[src/rtl/bus_pkg.sv]
// Shared types and frame constants for the serial bus slave port.
// Frame lengths are in bits; ACK_LEN_DEF is the default ack window length.
package bus_pkg;

  typedef enum logic [2:0] {
    ST_IDLE,
    ST_ADDR,
    ST_ADDR_ACK,
    ST_WDATA,
    ST_WR_ACK,
    ST_RD_FETCH,
    ST_RDATA
  } bus_slv_state_t;

  localparam int ADDR_FRAME_LEN = 16;
  localparam int DATA_FRAME_LEN = 8;
  localparam int ACK_LEN_DEF    = 4;

endpackage

[src/rtl/bus_slave_port_counter.sv]
// Bit/window counter shared by all slave frame phases.
// Synchronous clear has priority over increment.
module bus_slave_port_counter #(
  parameter int WIDTH = 4
) (
  input  logic             clk,
  input  logic             rst_n,
  input  logic             clr,
  input  logic             inc,
  output logic [WIDTH-1:0] cnt
);

  logic [WIDTH-1:0] cnt_q;
  logic [WIDTH-1:0] cnt_d;

  always_comb begin
    cnt_d = cnt_q;
    if (clr) begin
      cnt_d = '0;
    end else if (inc) begin
      cnt_d = cnt_q + 1'b1;
    end
  end

  always_ff @(posedge clk or negedge rst_n) begin
    if (!rst_n) begin
      cnt_q <= '0;
    end else begin
      cnt_q <= cnt_d;
    end
  end

  assign cnt = cnt_q;

endmodule

[src/rtl/bus_slave_port.sv]
// Serial bus slave: deserialises address/write frames, acks the master,
// drives a local memory port and serialises read data back LSB first.
module bus_slave_port
  import bus_pkg::*;
#(
  parameter int               ADDR_W   = 12,
  parameter logic [15-ADDR_W:0] SLAVE_ID = 4'h1,
  parameter int               ACK_LEN  = ACK_LEN_DEF,
  parameter int               TIMEOUT  = 15
) (
  input  logic              CLK,
  input  logic              RSTN,
  input  logic              B_UTIL,
  input  logic              B_RW,
  input  logic              B_BUS_IN,
  output logic              B_BUS_OUT,
  output logic              B_ACK,
  output logic [ADDR_W-1:0] S_ADDR,
  output logic [7:0]        S_WDATA,
  output logic              S_WEN,
  output logic              S_REN,
  input  logic [7:0]        S_RDATA,
  output logic              S_BSY
);

  localparam int GAP_W = $clog2(TIMEOUT + 1);

  localparam logic [3:0] A_LAST = 4'(ADDR_FRAME_LEN - 1);
  localparam logic [3:0] D_LAST = 4'(DATA_FRAME_LEN - 1);
  localparam logic [3:0] K_LAST = 4'(ACK_LEN - 1);
  localparam logic [3:0] K_ON   = 4'(ACK_LEN - 2);

  localparam logic [GAP_W-1:0] G_LAST = GAP_W'(TIMEOUT - 1);

  bus_slv_state_t state_q, state_d;

  logic [3:0]        cnt;
  logic [3:0]        cnt_n;
  logic              cnt_clr;
  logic              cnt_inc;
  logic [GAP_W-1:0]  gap_q, gap_d;
  logic              timeout;
  logic              hit_q;
  logic              hit_d;

  logic [15:0]       addr_q, addr_d;
  logic              rw_q, rw_d;
  logic [7:0]        wdata_q, wdata_d;
  logic [7:0]        wdata_nx;
  logic [7:0]        rdata_q, rdata_d;
  logic              bout_q, bout_d;
  logic              bout_nx;
  logic              ack_q, ack_d;
  logic              wen_q, wen_d;
  logic              ren_q, ren_d;
  logic [ADDR_W-1:0] saddr_q, saddr_d;

  bus_slave_port_counter #(
    .WIDTH (4)
  ) u_cnt (
    .clk   (CLK),
    .rst_n (RSTN),
    .clr   (cnt_clr),
    .inc   (cnt_inc),
    .cnt   (cnt)
  );

  assign hit_q = (addr_q[15:ADDR_W] == SLAVE_ID);

  // Consecutive idle cycles inside a serial frame
  always_comb begin
    gap_d   = '0;
    timeout = 1'b0;
    if ((state_q == ST_ADDR || state_q == ST_WDATA ||
         state_q == ST_RDATA) && !B_UTIL) begin
      timeout = (gap_q == G_LAST);
      gap_d   = timeout ? '0 : gap_q + 1'b1;
    end
  end

  always_comb begin
    state_d = state_q;
    cnt_clr = 1'b0;
    cnt_inc = 1'b0;
    unique case (state_q)
      ST_IDLE: begin
        if (B_UTIL) begin
          state_d = ST_ADDR;
          cnt_inc = 1'b1;
        end
      end
      ST_ADDR: begin
        if (timeout) begin
          state_d = ST_IDLE;
          cnt_clr = 1'b1;
        end else if (B_UTIL) begin
          if (cnt == A_LAST) begin
            state_d = ST_ADDR_ACK;
            cnt_clr = 1'b1;
          end else begin
            cnt_inc = 1'b1;
          end
        end
      end
      ST_ADDR_ACK: begin
        if (cnt == K_LAST) begin
          cnt_clr = 1'b1;
          if (!hit_q) begin
            state_d = ST_IDLE;
          end else if (rw_q) begin
            state_d = ST_WDATA;
          end else begin
            state_d = ST_RD_FETCH;
          end
        end else begin
          cnt_inc = 1'b1;
        end
      end
      ST_WDATA: begin
        if (timeout) begin
          state_d = ST_IDLE;
          cnt_clr = 1'b1;
        end else if (B_UTIL) begin
          if (cnt == D_LAST) begin
            state_d = ST_WR_ACK;
            cnt_clr = 1'b1;
          end else begin
            cnt_inc = 1'b1;
          end
        end
      end
      ST_WR_ACK: begin
        if (cnt == K_LAST) begin
          state_d = ST_IDLE;
          cnt_clr = 1'b1;
        end else begin
          cnt_inc = 1'b1;
        end
      end
      ST_RD_FETCH: begin
        // Cycle 0 strobes the read, cycle 1 sees the returned byte
        if (cnt == 4'd1) begin
          state_d = ST_RDATA;
          cnt_clr = 1'b1;
        end else begin
          cnt_inc = 1'b1;
        end
      end
      ST_RDATA: begin
        if (timeout) begin
          state_d = ST_IDLE;
          cnt_clr = 1'b1;
        end else if (B_UTIL) begin
          if (cnt == D_LAST) begin
            state_d = ST_IDLE;
            cnt_clr = 1'b1;
          end else begin
            cnt_inc = 1'b1;
          end
        end
      end
      default: begin
        state_d = ST_IDLE;
        cnt_clr = 1'b1;
      end
    endcase
  end

  assign cnt_n = cnt_clr ? 4'd0 : (cnt_inc ? cnt + 4'd1 : cnt);

  // Serial capture and shift datapath
  always_comb begin
    addr_d   = addr_q;
    rw_d     = rw_q;
    wdata_nx = wdata_q;
    rdata_d  = rdata_q;
    bout_nx  = 1'b0;
    unique case (state_q)
      ST_IDLE: begin
        if (B_UTIL) begin
          addr_d = {15'd0, B_BUS_IN};
        end
      end
      ST_ADDR: begin
        if (B_UTIL) begin
          addr_d[cnt] = B_BUS_IN;
          if (cnt == A_LAST) begin
            rw_d = B_RW;
          end
        end
      end
      ST_WDATA: begin
        if (B_UTIL) begin
          wdata_nx[cnt[2:0]] = B_BUS_IN;
        end
      end
      ST_RD_FETCH: begin
        if (cnt == 4'd1) begin
          rdata_d = S_RDATA;
        end
      end
      ST_RDATA: begin
        bout_nx = B_UTIL ? rdata_q[cnt[2:0]] : bout_q;
      end
      default: begin
      end
    endcase
  end

  always_comb begin
    hit_d   = (addr_d[15:ADDR_W] == SLAVE_ID);
    saddr_d = saddr_q;
    wdata_d = wdata_nx;
    bout_d  = timeout ? 1'b0 : bout_nx;
    if (state_q == ST_ADDR && state_d == ST_ADDR_ACK && hit_d) begin
      saddr_d = addr_d[ADDR_W-1:0];
    end
    if (state_d == ST_IDLE) begin
      saddr_d = '0;
      wdata_d = '0;
    end
    ack_d = (cnt_n >= K_ON) &&
            (state_d == ST_WR_ACK ||
             (state_d == ST_ADDR_ACK && hit_d));
    wen_d = (state_q == ST_WDATA) && (state_d == ST_WR_ACK);
    ren_d = (state_q == ST_ADDR_ACK) && (state_d == ST_RD_FETCH);
  end

  always_ff @(posedge CLK or negedge RSTN) begin
    if (!RSTN) begin
      state_q <= ST_IDLE;
      gap_q   <= '0;
      addr_q  <= '0;
      rw_q    <= 1'b0;
      wdata_q <= '0;
      rdata_q <= '0;
      bout_q  <= 1'b0;
      ack_q   <= 1'b0;
      wen_q   <= 1'b0;
      ren_q   <= 1'b0;
      saddr_q <= '0;
    end else begin
      state_q <= state_d;
      gap_q   <= gap_d;
      addr_q  <= addr_d;
      rw_q    <= rw_d;
      wdata_q <= wdata_d;
      rdata_q <= rdata_d;
      bout_q  <= bout_d;
      ack_q   <= ack_d;
      wen_q   <= wen_d;
      ren_q   <= ren_d;
      saddr_q <= saddr_d;
    end
  end

  assign B_BUS_OUT = bout_q;
  assign B_ACK     = ack_q;
  assign S_ADDR    = saddr_q;
  assign S_WDATA   = wdata_q;
  assign S_WEN     = wen_q;
  assign S_REN     = ren_q;
  assign S_BSY     = (state_q != ST_IDLE);

endmodule

[config.mk]
export PLATFORM = sky130hd
export DESIGN_NAME = bus_slave_port
export DESIGN_NICKNAME = d
export VERILOG_FILES = /design/src/rtl/bus_pkg.sv /design/src/rtl/bus_slave_port_counter.sv /design/src/rtl/bus_slave_port.sv
export SDC_FILE = /design/constraint.sdc
export NUM_CORES = 1
export LEC_CHECK = 0
export ABC_AREA = 1
export BUFFER_PORTS_ARGS = -buffer_cell sky130_fd_sc_hd__buf_2
export CAP_MARGIN = 20
export CORE_MARGIN = 2
export CORE_UTILIZATION = 60
export CTS_CLUSTER_DIAMETER = 60
export DETAILED_ROUTE_END_ITERATION = 16
export GPL_TIMING_DRIVEN = 1
export HOLD_SLACK_MARGIN = 0.1
export PLACE_DENSITY_LB_ADDON = 0.25
export SYNTH_ARGS = -nofsm -noshare
export SYNTH_HDL_FRONTEND = slang
export SYNTH_SLANG_ARGS = --single-unit
[constraint.sdc]
create_clock -name CLK -period 5.9 [get_ports CLK]
set_input_delay 0.885 -clock CLK [delete_from_list [all_inputs] [get_ports CLK]]
set_output_delay 0.885 -clock CLK [all_outputs]
set_load 0.03 [all_outputs]
==> results.toml <==
[die]
die_width_um = 78.3
ios = 38
rows = 27
area_of_the_core_sq_um = 5410
fp.dieH_um = 78.3
initial_core_util_pct = 61.3
dieArea_sq_um = 6140

[routing]
detail_route.wl_per_cell_um = 13.8
firstDrtPassIters = 5
avgViaCountPerCell = 5.50
dr_total_vias = 2924
detail_route.drc_violations = 0
finalWirelength_um = 7350
dr.first_iter.drc_count = 319
final_antenna_net_count = 0

[job]
cap_viol_max_count = 0

[cts]
cts_setup_buffers = 0
cts_htree_levels = 3
cts_repair_resizes = 0
clkSinkCount = 60
cts_tree = "yes"
clk_root_buffer_cell = "sky130_fd_sc_hd__clkbuf_8"
clk_latency_ns = 0.34
cts.hold.buffers_added = 0
worst_setup_hold_path_clk_slew_ns = 0.06
cts.path.max_buffers = 2
cts-buffers-inserted = 9

[worst_setup_path]
required_ns = 6.12
critical_path.max_fanout = 25
start_kind = "register"
setup.worst_path.end_class = "register"
crit_arrival_ns = 2.84
criticalPathCategory = "register to register"

[yosys]
muxShareOfSynthArea_pct = 0
synth_fa_ha_area_share_pct = 2.26
synth_async_reset_ratio_pct = 100
syn_nets = 439
syn_area_per_cell_sq_um = 7.89
synth_compound_area_share_pct = 8.64
main_combinational_cell_family_by_area_after_synthesis = "simple AND/OR/NAND/NOR gates"
post_synth_cell_types = 35
synth_flop_cell = "sky130_fd_sc_hd__dfrtp_1"
synth_enable_flop_cells = 0
yosysWarnings = 0
post_synth_xor_area_fraction_pct = 1.06
syn_area_sq_um = 3320
synth_seq_cells = 60
ys_seq_area_share_pct = 45.3
synth_simple_gate_area_share_pct = 34.3
syn-instance-count = 420

[placed_design]
placed_cells_incl_taps = 516
dp.final_hpwl_um = 5340
last_weighted_congestion_value_of_the_routability_driven_placer = 1.06
port_buffers = 37

[grt]
grt.overflow.total = 0
track_usage_pct = 26.5
grt_max_degree = 61
antenna_violations_before_repair = 0
grt_pass1_vias = 2876
grt_pass1_wl_um = 12600

[final_layout]
filler_free_cell_count_of_the_finished_design = 532
syn_to_final_growth_pct = 11.7
fillCellCount = 459
multiInputGateArea_sq_um = 1530
layout.nets = 474
num_antenna_cells = 0
area.sequential_sq_um = 1500
final_layout_size_suffix_gt1_share_pct = 20.0

[timing]
finalSetupTns_ns = 0
report.final.hold_viol_count = 0
worst_slew_pin_slew_ns = 0.727
layout_min_cycle_time_ns = 2.62
fin_crit_sh_pct = 44.3
finClkSkew_ns = 0.00407
relSlewSlack_pct = 51.5
setup_viol_count_final = 0
grt_setup_unrepaired = "false"
finalMaxSlewViolations = 0
max_freq_mhz = 382

[worst_hold_path]
path_class_of_the_lowest_slack_min_delay_path = "register to register"

[power]
power.leakage_nw = 2.01
ir_worst_vdd_mv = 0.274
cellPowerDensity_nw_per_um2 = 478

[run_status]
outcome = "completed"
[cell usage after synthesis, types with 2 or more instances]
| master | n | area [sq um] |
|---|---|---|
| sky130_fd_sc_hd__nand2_1 | 104 | 390 |
| sky130_fd_sc_hd__buf_4 | 4 | 30.0 |
| sky130_fd_sc_hd__dfrtp_1 | 60 | 1500 |
| sky130_fd_sc_hd__xor2_1 | 2 | 17.5 |
| sky130_fd_sc_hd__nor2_4 | 7 | 78.8 |
| sky130_fd_sc_hd__a32o_1 | 5 | 50.1 |
| sky130_fd_sc_hd__a31oi_1 | 3 | 18.8 |
| sky130_fd_sc_hd__a21oi_1 | 16 | 80.1 |
| sky130_fd_sc_hd__buf_2 | 3 | 15.0 |
| sky130_fd_sc_hd__nor3_1 | 7 | 35.0 |
| sky130_fd_sc_hd__o21ai_0 | 21 | 105 |
| sky130_fd_sc_hd__nand3_1 | 48 | 240 |
| sky130_fd_sc_hd__xnor2_1 | 2 | 17.5 |
| sky130_fd_sc_hd__nor4_1 | 2 | 12.5 |
| sky130_fd_sc_hd__buf_6 | 3 | 33.8 |
| sky130_fd_sc_hd__ha_1 | 6 | 75.1 |
| sky130_fd_sc_hd__inv_1 | 39 | 146 |
| sky130_fd_sc_hd__nand3_2 | 3 | 30.0 |
| sky130_fd_sc_hd__clkbuf_1 | 3 | 11.3 |
| sky130_fd_sc_hd__nand2_2 | 9 | 56.3 |
| sky130_fd_sc_hd__nand4_1 | 6 | 37.5 |
| sky130_fd_sc_hd__nor2_1 | 43 | 161 |
| sky130_fd_sc_hd__a21oi_2 | 2 | 17.5 |
| sky130_fd_sc_hd__inv_2 | 7 | 26.3 |
| sky130_fd_sc_hd__nor2_2 | 5 | 31.3 |
[cell families (layout without fill, tap and decap cells)]
logic type | Yosys count | count (layout)
adder cells (fa/ha/maj) | 6 | 6
buffers and inverters | 63 | 103
AND/OR/NAND/NOR | 238 | 238
AO/OA/AOI/OAI | 49 | 49
flip-flops | 60 | 60
XOR/XNOR | 4 | 4
[cells in the final DEF, fill, tap and decap left out, drive strengths merged]
cell type / instances
ha: 6
o22ai: 1
nand4: 7
clkbuf: 13
a221oi: 1
nand3: 52
nand2: 113
nor2: 55
a32o: 5
nand3b: 1
a21oi: 18
nor4: 2
nor3: 8
xor2: 2
xnor2: 2
clkinv: 5
dfrtp: 60
a31oi: 3
inv: 47
buf: 38
o21ai: 21
[stage by stage]
stage,hold slack (ns),total power [mW],setup slack [ns],area [sq um],util (%)
after global routing,0.515,1.91,2.98,3700,68.5
after global placement,0.463,1.38,3.21,3500,64.8
after detailed placement,0.470,1.40,3.17,3500,64.8
after CTS,0.484,1.76,3.30,3700,68.5
after floorplan,0.442,1.26,3.77,3320,-
final,0.484,1.77,3.28,3700,68.5
[layer usage]
layer / vias up / GRT usage, % / routed length [um]
met4: 0 / 11.9 / 144
met1: 1333 / 34.7 / 3210
met5: - / 0 / 0
met3: 20 / 6.55 / 600
li1: 1431 / - / -
met2: 140 / 42.0 / 3390
[registers in the layout, indices dropped and copies added (netlist names)]
register / cells
S_WDATA: 8
gap_q: 4
rw_q: 1
rdata_q: 8
B_BUS_OUT: 1
S_ADDR: 12
S_WEN: 1
S_REN: 1
B_ACK: 1
u_cnt.cnt: 4
addr_q: 16
state_q: 3
[path summary, 6_finish.rpt]
check	from	end	slack, ns	cells after the start
max in group asynchronous	RSTN	addr_q[0]$_DFF_PN0_	4.73	2
worst min register to register	rdata_q[0]$_DFFE_PN0P_	rdata_q[0]$_DFFE_PN0P_	0.48	2
worst max register to register	u_cnt.cnt[1]$_DFF_PN0_	S_WDATA[4]$_DFFE_PN0P_	3.28	10
worst min-delay path	rdata_q[0]$_DFFE_PN0P_	rdata_q[0]$_DFFE_PN0P_	0.48	2
min in group asynchronous	RSTN	gap_q[0]$_DFF_PN0_	0.68	2
worst max-delay path	u_cnt.cnt[1]$_DFF_PN0_	S_WDATA[4]$_DFFE_PN0P_	3.28	10
[critical path, stage by stage, from the launching register on]
cell,delay [ns]
sky130_fd_sc_hd__dfrtp_1,0.49
sky130_fd_sc_hd__clkinv_1,0.31
sky130_fd_sc_hd__ha_1,0.34
sky130_fd_sc_hd__nand2_1,0.17
sky130_fd_sc_hd__nor2_2,0.15
sky130_fd_sc_hd__a21oi_1,0.18
sky130_fd_sc_hd__nand3_2,0.12
sky130_fd_sc_hd__inv_2,0.08
sky130_fd_sc_hd__nand4_4,0.27
sky130_fd_sc_hd__inv_1,0.31
sky130_fd_sc_hd__nor2_1,0.08
[report_power, final]
group          switching [mW]  total, mW  internal [mW]
Clock                   0.154      0.352          0.197
Combinational           0.600      0.845          0.246
Sequential             0.0953      0.571          0.475
Total                   0.850       1.77          0.918
[layout make-up]
cell class / count / share of cell area [%]
Timing Repair Buffer: 38 / 5.20
Clock buffer: 13 / 4.83
Inverter: 49 / 5.07
Sequential cell: 60 / 40.6
Tap cell: 72 / 2.43
Multi-Input combinational cell: 297 / 41.4
Clock inverter: 3 / 0.507
Power figures use the tool's default switching activity.
